File: src/rtl/tlb_repl_state.sv
// tlb_repl_state: replacement state (valid bits + 3-level PLRU tree) and refill sequencer for an 8-entry TLB.
// Ports: clk/reset (sync, active-high); lookup_valid/lookup_hit/lookup_hit_idx touch the tree on hits;
// flush clears all valid bits; miss_req_valid/miss_req_ready hand over a miss and victim_in is latched;
// ptw_resp_valid/ptw_resp_error close the walk; refill_we/refill_idx strobe the entry write;
// plru/valid feed the victim selector; busy is high outside IDLE.
// Optional feature: define TLB_REFILL_TIMEOUT_EN to abandon a walk after TIMEOUT_CYCLES WAIT cycles.
module tlb_repl_state #(
  parameter int ENTRIES = 8
`ifdef TLB_REFILL_TIMEOUT_EN
  , parameter int TIMEOUT_CYCLES = 255
`endif
) (
  input  logic               clk,
  input  logic               reset,
  input  logic               lookup_valid,
  input  logic               lookup_hit,
  input  logic [2:0]         lookup_hit_idx,
  input  logic               flush,
  input  logic               miss_req_valid,
  output logic               miss_req_ready,
  input  logic [2:0]         victim_in,
  input  logic               ptw_resp_valid,
  input  logic               ptw_resp_error,
  output logic [ENTRIES-1:0] plru,
  output logic [ENTRIES-1:0] valid,
  output logic               refill_we,
  output logic [2:0]         refill_idx,
  output logic               busy
);
  typedef enum logic [1:0] {IDLE, WAIT, COMMIT} state_e;
  state_e             state_q;
  logic               ready_q;
  logic               kill_q;
  logic [2:0]         refill_idx_q;
  logic [ENTRIES-1:0] plru_q, plru_d, plru_h;
  logic [ENTRIES-1:0] valid_q, valid_d;
`ifdef TLB_REFILL_TIMEOUT_EN
  logic [7:0]         cnt_q;
`endif
  // Point every node on the path to e away from e; bit0 is never written.
  function automatic logic [ENTRIES-1:0] touch(input logic [ENTRIES-1:0] p, input logic [2:0] e);
    logic [ENTRIES-1:0] r;
    r = p;
    r[1] = ~e[2];
    r[{2'b01, e[2]}] = ~e[1];
    r[{1'b1, e[2:1]}] = ~e[0];
    return r;
  endfunction
  assign refill_we      = (state_q == COMMIT) && !flush;
  assign refill_idx     = refill_idx_q;
  assign miss_req_ready = ready_q;
  assign busy           = state_q != IDLE;
  assign plru           = plru_q;
  assign valid          = valid_q;
  // Hit touch first, refill touch second so the refill owns shared nodes.
  always_comb begin
    plru_h  = (lookup_valid && lookup_hit) ? touch(plru_q, lookup_hit_idx) : plru_q;
    plru_d  = refill_we ? touch(plru_h, refill_idx_q) : plru_h;
    valid_d = flush ? '0 : refill_we ? valid_q | (ENTRIES'(1) << refill_idx_q) : valid_q;
  end
  always_ff @(posedge clk) begin
    if (reset) begin
      state_q      <= IDLE;
      ready_q      <= 1'b1;
      kill_q       <= 1'b0;
      refill_idx_q <= '0;
      plru_q       <= '0;
      valid_q      <= '0;
`ifdef TLB_REFILL_TIMEOUT_EN
      cnt_q        <= '0;
`endif
    end else begin
      plru_q  <= plru_d;
      valid_q <= valid_d;
      case (state_q)
        IDLE: if (miss_req_valid) begin
          refill_idx_q <= victim_in;
          kill_q       <= 1'b0;
          state_q      <= WAIT;
          ready_q      <= 1'b0;
`ifdef TLB_REFILL_TIMEOUT_EN
          cnt_q        <= '0;
`endif
        end
        WAIT: begin
          // A flush during the walk poisons the entry it will return.
          kill_q <= kill_q | flush;
`ifdef TLB_REFILL_TIMEOUT_EN
          cnt_q  <= cnt_q + 8'd1;
`endif
          if (ptw_resp_valid) begin
            state_q <= (ptw_resp_error || kill_q || flush) ? IDLE : COMMIT;
            ready_q <= ptw_resp_error || kill_q || flush;
          end
`ifdef TLB_REFILL_TIMEOUT_EN
          else if (cnt_q == 8'(TIMEOUT_CYCLES)) begin
            state_q <= IDLE;
            ready_q <= 1'b1;
          end
`endif
        end
        default: begin
          state_q <= IDLE;
          ready_q <= 1'b1;
        end
      endcase
    end
  end
endmodule
File: config.mk
export PLATFORM = sky130hd
export DESIGN_NAME = tlb_repl_state
export DESIGN_NICKNAME = d
export VERILOG_FILES = /design/src/rtl/tlb_repl_state.sv
export SDC_FILE = /design/constraint.sdc
export NUM_CORES = 1
export LEC_CHECK = 0
export BUFFER_PORTS_ARGS = -buffer_cell sky130_fd_sc_hd__buf_2
export CORE_ASPECT_RATIO = 0.7
export CORE_MARGIN = 4
export CORE_UTILIZATION = 43
export CTS_CLUSTER_SIZE = 20
export DETAILED_ROUTE_END_ITERATION = 6
export PLACE_DENSITY = 0.8
export SYNTH_ARGS = -nofsm -noshare
export SYNTH_HDL_FRONTEND = slang
export SYNTH_SLANG_ARGS = --single-unit
File: constraint.sdc
create_clock -name clk -period 1.4 [get_ports clk]
set_input_delay 0.07 -clock clk [delete_from_list [all_inputs] [get_ports clk]]
set_output_delay 0.07 -clock clk [all_outputs]
set_load 0.01 [all_outputs]
Word-level counts from Yosys, hierarchy flattened
Cells that the tools add are included.
- register bits: 23
- input port bits: 14
- output and inout bits: 22
- word-level logic and storage cells: 67
- magnitude comparators: 8
- equal/unequal tests: 4
- shifts and indexed selects: 1
- multiplexer cells: 22
- bitwise logic cells: 8
- reductions and logical operators: 17
- operators with widths (kind ; number):
    bitwise mux 8 bit ; 4
    2-to-1 mux 8 bit ; 2
    < comparator 2 x 4 -> 1 bit, second input constant ; 2
    < comparator 3 x 4 -> 1 bit, second input constant ; 2
    bitwise OR 8 bit ; 1
    left shift 1 x 3 -> 8 bit, first input constant ; 1
    greater-or-equal comparator 3 x 1 -> 1 bit, second input constant ; 2
    logical AND 1 bit ; 6
    2-to-1 mux 1 bit ; 6
    2-to-1 mux 2 bit ; 3
    NOT 1 bit ; 6
    AND reduction 2 bit ; 3
    nonzero test 2 bit ; 3
    demux 1 bit (select 2 bit) ; 2
    greater-or-equal comparator 2 x 1 -> 1 bit, second input constant ; 2
    inequality test 2 bit, second input constant ; 2
    one-hot mux 1 bit (2 select lines) ; 2
    one-hot mux 2 bit (2 select lines) ; 1
    demux 1 bit (select 1 bit) ; 2
    == test 2 x 1 -> 1 bit, second input constant ; 1
    == test 2 bit, second input constant ; 1
    logical NOT 2 bit ; 1
    logical OR 1 bit ; 2
    OR reduction 2 bit ; 1
    other kinds (2) ; 2

Depth between registers and ports, before layout
Gate-level depths: netlist (run 1).
- word-level depth: 10
- gate-level depth with buffers: 5
- depth with buffers taken out: 3

Least setup slack after synthesis (run 1)
No wires, ideal clock.
- path kind: register to register
- start: register state_q[0]
- end: register plru_q[4] (netlist: plru[4])
- library setup time: 0.123 ns
- arrival time: 1.198 ns
- required time: 1.277 ns
- path slack: 0.080 ns
- cell stages (with the launch flop): 5
- path buffers: 1
- period minus slack after synthesis: 1.320 ns
- path through: dfxtp_1 -> buf_6 -> or4b_4 -> nor3b_2 -> a211oi_1
- word-level cells in the longest chain between the ends: 3
- RTL lines (what ; RTL line ; source):
    from (decl) ; 31 ; state_e state_q;
    from (signal assigned) ; 92 ; state_q <= (ptw_resp_error || kill_q || flush) ? IDLE : COMMIT;
    == test 2 bit ; 49 ; assign refill_we = (state_q == COMMIT) && !flush;
    logical AND 1 bit ; 49 ;
    2-to-1 mux 8 bit ; 58 ; plru_d = refill_we ? touch(plru_h, refill_idx_q) : plru_h;
    to (signal assigned) ; 73 ; plru_q <= plru_d;
    to (decl) ; 35 ; logic [ENTRIES-1:0] plru_q, plru_d, plru_h;
No other way between the ends.
A chain may end at the register's enable or synchronous reset.

Worst setup path in the final report (run 1)
- start: register refill_idx_q[2] (netlist: refill_idx[2])
- end: register plru_q[4] (netlist: plru[4])
- word-level cells in the longest chain between the ends: 6
- elaborated cells between the ends (all ways): 7
- those cells by class: order compare: 2; mux: 4; reduce/logical: 1
- RTL lines (what ; RTL line ; source):
    from (decl) ; 34 ; logic [2:0] refill_idx_q;
    from (signal assigned) ; 77 ; refill_idx_q <= victim_in;
    < comparator 3 x 4 -> 1 bit (not written as such) or greater-or-equal comparator 3 x 1 -> 1 bit (tied branches) ; 46 ; r[{1'b1, e[2:1]}] = ~e[0];
    logical AND 1 bit (not written as such) ; 46 ;
    2-to-1 mux 1 bit (not written as such) ; 46 ;
    demux 1 bit (select 2 bit) (*) ; 46 ;
    bitwise mux 8 bit (*) ; 46 ;
    2-to-1 mux 8 bit (*) ; 58 ;
Every way passes the cells marked *; elsewhere a longest branch is shown, timed or not.

==> out/qor.yml, run 1 <==
run_status:
  outcome: "finished, final reports clean"
route:
  drt_iter0_markers: 55
  detail-route-antenna-nets: 0
  drc: 0
  drt_wl_total_um: 2250
  vias: 919
  wl_per_cell_um: 13.0
  vias_per_cell: 5.31
  drt-pass1-iter-count: 4
synthesis:
  synth_cell_types: 39
  ys_seq_area_share_pct: 43.5
  syn_area_um2: 1010
  syn_inst: 104
  netlist.area_leader.share_pct: 43.5
  synth_common_cells: "dfxtp_1, a21oi_1, nor2_1"
  synthTopCellsByArea: "dfxtp_1, mux2i_1, a21oi_1"
  async_flop_share_pct: 0
  yosysTopAreaCell: "dfxtp_1"
  ys_ff_latch: 22
  synth_edf_count: 0
  syn_avg_cell_area_um2: 9.74
  synth_flop_cell: "dfxtp_1"
  yosys_warnings: 0
  syn-num-nets: 118
  yosysMostFrequentCell: "dfxtp_1"
pwr:
  p_switching_mw: 0.280
  power_mw: 1.16
  intPower_mw: 0.878
  p_leak_nw: 0.567
  swShare_pct: 24.2
  p_comb_share_pct: 13.1
  power.density_nw_per_um2: 910
  clkPwrFrac_pct: 29.3
  seq_power_share_pct: 57.6
  ir_worst_vdd_uv: 761
final_layout:
  nFillCells: 193
  fin_cells: 173
  seq_area_um2: 442
  syn_to_final_growth_pct: 25.6
  multiInputGateArea_um2: 510
  design_area_um2: 1270
  drive_gt1_share_pct: 36.2
  nNetsFinal: 156
  diodes: 0
placement:
  place.gp.congestion: 0.785
  numPlacedInstances: 165
  io_buffers: 34
  place_ws_ps: 90.3
  dp_hpwl_um: 1710
  placed_cell_area_um2: 1190
die:
  pin_count: 36
  fp.dieW_um: 66.0
  fp-row-count: 14
  core_um2: 2190
  dieArea_um2: 3210
  initial_core_util_pct: 46.3
  die_h_um: 48.6
setup_path:
  max_stage_delay_ps: 550
  r2r_start: "refill_idx[2]"
  end_kind: "flop"
  path_cells: "or4b_4, nor3b_2, a211oi_1"
  reg2reg_depth: 3
  cp-startpoint: "refill_idx[2]"
  worstSetupStartpointType: "flop"
  slowest_stage: "or4b_4"
  worst_ep_arrival_time_ps: 1510
  worstPathRequired_ps: 1590
  path_max_fanout: 5
  worstSetupPathType: "reg -> reg"
min_path:
  min_path_cells: 2
  hp-class: "in -> reg"
  min_from: "miss_req_valid"
clock_network:
  cts_tree: "built"
  ctsRootBufferMaster: "clkbuf_4"
  clock_latency_ps: 300
  clk_pin_slew_ps: 110
  numCtsBuffers: 3
  cts_num_sinks: 22
  clockBufferDepth: 2
  h-tree-depth: 1
sta:
  drv_slew: 0
  skew_ps: 2.60
  finalHoldViolCount: 0
  rsz0062_at_grt: "false"
  finalSetupViolCount: 0
  finalCritPeriodShare_pct: 94.2
  worst_slack_ps: 80.7
  fin_setup_tns_ps: 0
  fmax_mhz: 758
  min_period_ps: 1320
global_route:
  antenna_found_initial: 0
  grt_pass1_vias: 796
  grtUsageTotal_pct: 14.8
  grt_pass1_wl_um: 3740
  grt_max_degree: 19
  gr-total-overflow: 0
flow_run:
  cap_viol_max_count: 0
[area by class of cell]
class / count / area share, %
multi-input combinational: 71 / 40.1
sequential: 22 / 34.7
timing repair buffer: 41 / 18.3
tap: 32 / 3.15
clock buffer: 4 / 2.85
inverter: 3 / 0.885
[critical path: cells and delay by family (launching register included)]
family / cells / cell delay (ps)
AOI/OAI and AO/OA: 1 / 70
and+or+nand+nor: 2 / 760
DFF: 1 / 380
[cell families after synthesis]
family | Yosys count | synth area share [%]
buf+inv | 11 | 6.67
mux | 7 | 7.04
other cells | 1 | 0.370
flops | 22 | 43.5
compound gates | 23 | 15.2
simple gates | 40 | 27.3
[power groups by stage]
stage	clock network [mW]	registers [mW]	logic, mW
after detailed placement	0	0.681	0.142
after global placement	0	0.679	0.139
after global routing	0.388	0.673	0.168
final	0.339	0.667	0.152
after floorplan	0	0.679	0.0884
after CTS	0.354	0.667	0.151
[per-stage QoR]
step / hold slack (ps) / utilization (%)
2_1_floorplan: 147 / -
3_3_place_gp: 246 / 54.3
3_5_place_dp: 248 / 54.3
4_1_cts: 17.3 / 57.8
5_1_grt: 19.2 / 58.1
6_report: 23.8 / 58.1
[routing by layer]
metal  vias to the layer above  global-route usage, %  wire length, µm
met5                         -                      0                0
met4                         0                   1.01                0
met3                         0                   6.48              205
met2                        27                   22.0              968
met1                       432                   20.8             1080
li1                        460                      -                -
[sequential cells by signal, indices dropped and copies added, names as in the netlist]
name	count
kill_q	1
miss_req_ready	1
plru	7
refill_idx	3
state_q	2
valid	8
[placed cells by master, fill, tap and decap left out, drive strengths merged, types with 2 or more instances in the layout]
cell and count:
mux2i 6, or4b 2, a21oi 7, nor2 7, a211oi 4, nand2b 3
dfxtp 22, nand2 2, nor2b 2, and4bb 2, clkbuf 4, inv 3
dlygate4sd3 4, nor3b 4, nor3 5, buf 37, o21a 4, and3 3
o21ai 3, nand3 2
[worst paths after layout]
path                          to  slack (ps)
setup / recovery         plru[4]          80
setup reg to reg         plru[4]          80
hold / removal    miss_req_ready          20
hold reg to reg         valid[3]         480
[repair_timing]
item	4_1_cts	5_1_grt
endpoints found under the hold margin	4	0
setup endpoints to repair	0	1
gates resized for setup	0	2
hold buffers	4	0
setup buffers	0	0
No activity file was read; power rests on OpenSTA's default activity.
==> run 2: changes to the inputs <==
--- a/config.mk
+++ b/config.mk
@@ -11,7 +11,7 @@
 export CORE_UTILIZATION = 43
 export CTS_CLUSTER_SIZE = 20
 export DETAILED_ROUTE_END_ITERATION = 6
-export PLACE_DENSITY = 0.8
+export PLACE_DENSITY = 0.79
 export SYNTH_ARGS = -nofsm -noshare
 export SYNTH_HDL_FRONTEND = slang
 export SYNTH_SLANG_ARGS = --single-unit
==> run 2 against run 1 <==
- cell count fell by 1.7%
- routed wire length rose by 3.8%
- clock skew up 10 ps
- die area stayed put
- count of clock-buffer cells in the layout is 1 lower
- global-route usage rose by 0.70 points
- critical path depth did not move
- worst hold slack worse by 8.8 ps
- critical path type is now reg -> out
- sequential cell count is the same
- largest cell class unchanged
- power fell by 5.7%
- sequential share of layout area increased by 0.88 points
- utilization decreased by 1.6 points
==> out/qor.yml, run 2 (synthesis gave the netlist of run 1 again) <==
global_route:
  antenna_found_initial: 0  # unchanged
  grt_pass1_vias: 879  # was 796
  grt_pass1_wl_um: 3950  # was 3740 µm
  grt_max_degree: 19  # unchanged
  gr-total-overflow: 0  # unchanged
  grtUsageTotal_pct: 15.5  # was 14.8%
die:
  die_h_um: 48.6  # unchanged
  dieArea_um2: 3210  # unchanged
  pin_count: 36  # unchanged
  initial_core_util_pct: 46.3  # unchanged
  core_um2: 2190  # unchanged
  fp-row-count: 14  # unchanged
  fp.dieW_um: 66.0  # unchanged
setup_path:
  end_kind: "output port"  # was flop
  worst_ep_arrival_time_ps: 1260  # was 1510 ps
  worstSetupStartpointType: "flop"  # unchanged
  worstSetupPathType: "reg -> out"  # was reg -> reg
  path_max_fanout: 6  # was 5
  worstPathRequired_ps: 1330  # was 1590 ps
clock_network:
  cts_num_sinks: 22  # unchanged
  numCtsBuffers: 3  # unchanged
  clockBufferDepth: 2  # unchanged
  h-tree-depth: 1  # unchanged
  clk_pin_slew_ps: 120  # was 110 ps
  cts_tree: "built"  # unchanged
  cts_setup_buffers: 0  # unchanged
  clock_latency_ps: 310  # was 300 ps
  ctsRootBufferMaster: "clkbuf_4"  # unchanged
route:
  detail-route-antenna-nets: 0  # unchanged
  vias: 888  # was 919
  drt-pass1-iter-count: 4  # unchanged
  drt_iter0_markers: 53  # was 55
  wl_per_cell_um: 13.7  # was 13.0 µm
  vias_per_cell: 5.22  # was 5.31
  drt_wl_total_um: 2330  # was 2250 µm
  drc: 0  # unchanged
final_layout:
  syn_to_final_growth_pct: 22.1  # was 25.6%
  layout_commonest_cell: "buf_2"  # unchanged
  nNetsFinal: 154  # was 156
  drive_gt1_share_pct: 35.5  # was 36.2%
  final_cell_mix: "buf_2, dfxtp_1, nor2_1, a21oi_1, mux2i_1"  # unchanged
  largest_reg_flops: 8  # unchanged
  diodes: 0  # unchanged
sta:
  drv_slew: 0  # unchanged
  fmax_mhz: 752  # was 758 MHz
  worst_slack_ps: 70.2  # was 80.7 ps
  fin_setup_tns_ps: 0  # unchanged
  min_period_ps: 1330  # was 1320 ps
  whs_ps: 15.0  # was 23.8 ps
  finalHoldViolCount: 0  # unchanged
  rsz0062_at_grt: "false"  # unchanged
  finalSetupViolCount: 0  # unchanged
  finalCritPeriodShare_pct: 95.0  # was 94.2%
  skew_ps: 12.8  # was 2.60 ps
pwr:
  ir_worst_vdd_uv: 711  # was 761 µV
  p_leak_nw: 0.551  # was 0.567 nW
  power.density_nw_per_um2: 882  # was 910 nW/µm²
min_path:
  hp-class: "in -> reg"  # unchanged
placement:
  place.gp.congestion: 0.770  # was 0.785
  dp_hpwl_um: 1770  # was 1710 µm
  io_buffers: 34  # unchanged
  place_ws_ps: 75.8  # was 90.3 ps
run_status:
  outcome: "finished, final reports clean"  # unchanged
flow_run:
  cap_viol_max_count: 0  # unchanged
[run 2: changes by cell type in the layout (fill, tap and decap cells not counted)]
cell and delta:
dfxtp_1 +1, dlygate4sd3_1 -2, dfxtp_2 -1, clkbuf_8 -1
[run 2: metal layers]
layer / routed length [µm] / track usage (%)
met4: 17 / 4.05
met2: 1060 / 23.8
met3: 177 / 6.48
met1: 1080 / 20.0
met5: 0 / 0
[run 2: metrics by stage]
| stage | area (µm²) | total power, mW | utilization (%) | std cells |
|---|---|---|---|---|
| 6_report | 1240 | 1.09 | 56.5 | 170 |
| 5_1_grt | 1240 | 1.15 | 56.5 | 170 |
| 4_1_cts | 1230 | 1.10 | 56.3 | 170 |
| 3_5_place_dp | 1190 | 0.822 | 54.3 | 165 |
| 3_3_place_gp | 1190 | 0.818 | 54.3 | 165 |
| 2_1_floorplan | 1010 | 0.768 | - | 104 |
[run 2: worst paths after layout]
kind / depth (start not counted) / start / slack (ps) / endpoint
setup / recovery: 3 / state_q[1] / 70 / busy
hold / removal: 3 / victim_in[0] / 20 / refill_idx[0]
setup reg to reg: 3 / state_q[0] / 70 / valid[1]
hold reg to reg: 1 / valid[5] / 480 / valid[5]
[run 2: repair_timing]
item	4_1_cts	5_1_grt
endpoints found under the hold margin	2	0
gates resized for setup	0	1
endpoints found under the setup margin	0	1
hold buffers	2	0
[run 2: power breakdown]
part / switching (mW) / internal (mW) / leakage, nW
Combinational: 0.0766 / 0.0705 / 0.358
Clock: 0.178 / 0.101 / 0.0138
Sequential: 0.0213 / 0.645 / 0.179
Total: 0.276 / 0.816 / 0.551
[run 2: worst max-delay path, cell delays in order (launching register included)]
cell and delay [ps]:
dfxtp_1 370, buf_4 170, or2_2 280, buf_2 140
[run 2: layout make-up]
class | instances | area, µm²
inverters | 3 | 11.3
well taps | 32 | 40.0
flip-flops and latches | 22 | 440
fillers | 201 | 952
multi-input cells | 71 | 510
clock buffers | 3 | 22.5
repair buffers | 39 | 213
==> run 3: changes to the inputs <==
--- a/config.mk
+++ b/config.mk
@@ -8,10 +8,11 @@
 export BUFFER_PORTS_ARGS = -buffer_cell sky130_fd_sc_hd__buf_2
 export CORE_ASPECT_RATIO = 0.7
 export CORE_MARGIN = 4
-export CORE_UTILIZATION = 43
+export CORE_UTILIZATION = 45
+export CTS_BUF_LIST = sky130_fd_sc_hd__clkbuf_4 sky130_fd_sc_hd__clkbuf_8
 export CTS_CLUSTER_SIZE = 20
 export DETAILED_ROUTE_END_ITERATION = 6
-export PLACE_DENSITY = 0.79
+export PLACE_DENSITY = 0.82
 export SYNTH_ARGS = -nofsm -noshare
 export SYNTH_HDL_FRONTEND = slang
 export SYNTH_SLANG_ARGS = --single-unit
==> run 3 against run 2 <==
- critical path depth unchanged
- via count grew 4.2%
- register-to-register slack worse by 20 ps
- first-iteration DRC count shrank 25%
- worst hold slack worse by 14 ps
- sequential share of layout area is 0.43 points lower
- clock power up 1%
- design area is 1.2% higher
- die area is 3.8% lower
- sequential cell count unchanged
- count of clock-buffer cells in the layout stayed put
- global-route usage grew 1.4 points
- critical path type is now reg -> reg
- largest cell class unchanged
==> out/qor.yml, run 3 (synthesis gave the netlist of run 1 again) <==
run_status:
  outcome: "finished, final reports clean"  # unchanged
setup_path:
  reg2reg_slack_ps: 50  # was 70 ps
  end_kind: "flop"  # was output port
  slowest_stage: "or4b_4"  # was dfxtp_1
  worst_ep_arrival_time_ps: 1610  # was 1260 ps
  worstSetupStartpointType: "flop"  # unchanged
  r2r_start: "refill_idx[2]"  # was state_q[0]
  worstSetupPathType: "reg -> reg"  # was reg -> out
  r2r-end: "valid[1]"  # unchanged
  path_max_fanout: 5  # was 6
  max_stage_delay_ps: 550  # was 370 ps
  crit_family: "simple AND/OR/NAND/NOR gates"  # was flip-flops
  reg2reg_depth: 3  # unchanged
  path_cells: "or4b_4, nor3b_2, o21a_1"  # was buf_4, or2_2, buf_2
  crit_buf_inv: 0  # was 2
  worstPathRequired_ps: 1660  # was 1330 ps
pwr:
  power_mw: 1.10  # was 1.09 mW
  clkPwrFrac_pct: 25.6  # was 25.5%
  seq_power_share_pct: 60.5  # was 61.0%
  p_leak_nw: 0.556  # was 0.551 nW
  power.density_nw_per_um2: 880  # was 882 nW/µm²
  ir_worst_vdd_uv: 471  # was 711 µV
  p_comb_share_pct: 13.8  # was 13.5%
  intPower_mw: 0.817  # was 0.816 mW
  swShare_pct: 25.9  # was 25.3%
  p_switching_mw: 0.285  # was 0.276 mW
placement:
  dp_hpwl_um: 1900  # was 1770 µm
  io_buffers: 34  # unchanged
  place.gp.congestion: 0.758  # was 0.770
  numPlacedInstances: 165  # unchanged
global_route:
  grt_pass1_vias: 853  # was 879
  antenna_found_initial: 0  # unchanged
  grtUsageTotal_pct: 16.9  # was 15.5%
  grt_pass1_wl_um: 3950  # about the same
  gr-total-overflow: 0  # unchanged
  grt_max_degree: 19  # unchanged
clock_network:
  clock_latency_ps: 300  # was 310 ps
  cts_tree: "built"  # unchanged
  ctsRootBufferMaster: "clkbuf_4"  # unchanged
  h-tree-depth: 1  # unchanged
  clk_pin_slew_ps: 110  # was 120 ps
  numCtsBuffers: 3  # unchanged
  clockBufferDepth: 2  # unchanged
  cts_num_sinks: 22  # unchanged
  cts_setup_buffers: 0  # unchanged
route:
  detail-route-antenna-nets: 0  # unchanged
  vias: 925  # was 888
  wl_met1_um: 1110  # was 1080 µm
  top_layer: "met3"  # was met4
  vias_per_cell: 5.44  # was 5.22
  dr_wl_met2_um: 1190  # was 1060 µm
  drc: 0  # unchanged
  drt-pass1-iter-count: 4  # unchanged
  drt_wl_total_um: 2500  # was 2330 µm
  wl_per_cell_um: 14.7  # was 13.7 µm
  drt_iter0_markers: 40  # was 53
  wl_met3_um: 202  # was 177 µm
min_path:
  min_from: "victim_in[2]"  # was victim_in[0]
  hold_end: "refill_idx[2]"  # was refill_idx[0]
  hp-class: "in -> reg"  # unchanged
  min_path_cells: 3  # unchanged
final_layout:
  nFillCells: 208  # was 201
  fin_cells: 170  # unchanged
  final_cell_mix: "buf_2, dfxtp_1, nor2_1, a21oi_1, mux2i_1"  # unchanged
  nNetsFinal: 154  # unchanged
  syn_to_final_growth_pct: 23.6  # was 22.1%
  layout_commonest_cell: "buf_2"  # unchanged
  largest_reg_flops: 8  # unchanged
  diodes: 0  # unchanged
  drive_gt1_share_pct: 36.2  # was 35.5%
sta:
  finalSetupViolCount: 0  # unchanged
  fin_setup_tns_ps: 0  # unchanged
  drv_slew: 0  # unchanged
  finalHoldViolCount: 0  # unchanged
  min_period_ps: 1350  # was 1330 ps
  skew_ps: 1.12  # was 12.8 ps
  fmax_mhz: 741  # was 752 MHz
  rsz0062_at_grt: "false"  # unchanged
  finalCritPeriodShare_pct: 96.4  # was 95.0%
die:
  core_um2: 2150  # was 2190 µm²
  dieArea_um2: 3090  # was 3210 µm²
  initial_core_util_pct: 47.0  # was 46.3%
  fp-row-count: 14  # unchanged
  fp.dieW_um: 64.7  # was 66.0 µm
  pin_count: 36  # unchanged
  die_h_um: 47.7  # was 48.6 µm
flow_run:
  cap_viol_max_count: 0  # unchanged
[run 3: worst min-delay path: stages]
cell,delay (ps)
buf_2,70
mux2i_1,60
nor2_1,70
[run 3: power groups by stage]
stage               combinational (mW)  sequential (mW)  clock (mW)
floorplan                       0.0884            0.679           0
global placement                 0.138            0.680           0
detailed placement               0.144            0.681           0
CTS                              0.149            0.667       0.286
global route                     0.168            0.671       0.314
finish                           0.153            0.667       0.283
[run 3: worst max path at each step]
stage                             start  endpoint  slack (ps)  cells after the start
final                     refill_idx[2]  valid[1]          50                      3
after global routing      refill_idx[2]   plru[4]           4                      3
after CTS                 refill_idx[2]   plru[4]          60                      3
after detailed placement  refill_idx[2]   plru[4]          90                      3
after global placement       state_q[0]   plru[4]         130                      3
after floorplan              state_q[0]   plru[4]          80                      4
[run 3: final cells by class]
type / instances / area [µm²] / area share (%)
clock buffers: 3 / 22.5 / 1.80
well taps: 32 / 40.0 / 3.20
repair buffers: 39 / 213 / 17.0
multi-input cells: 71 / 526 / 42.0
inverters: 3 / 11.3 / 0.899
flip-flops and latches: 22 / 440 / 35.2
[run 3: stage by stage]
stage / utilization, % / hold WS, ps / area, µm² / setup WS (ps)
floorplan: - / 147 / 1010 / 79.5
global placement: 55.2 / 246 / 1190 / 131
detailed placement: 55.2 / 259 / 1190 / 88.2
CTS: 57.4 / 3.69 / 1240 / 62.7
global route: 58.1 / 12.3 / 1250 / 3.57
finish: 58.1 / 1.15 / 1250 / 50.2
[run 3: what timing repair did]
action                     CTS  global route
hold endpoints to repair     2             0
gates resized for setup      1             3
setup endpoints to repair    1             5
hold buffers                 2             0
[run 3: routing by layer]
metal / vias to the layer above / track usage (%)
li1: 447 / -
met1: 447 / 20.3
met2: 31 / 30.1
met3: 0 / 6.81
met4: 0 / 2.52
met5: - / 0
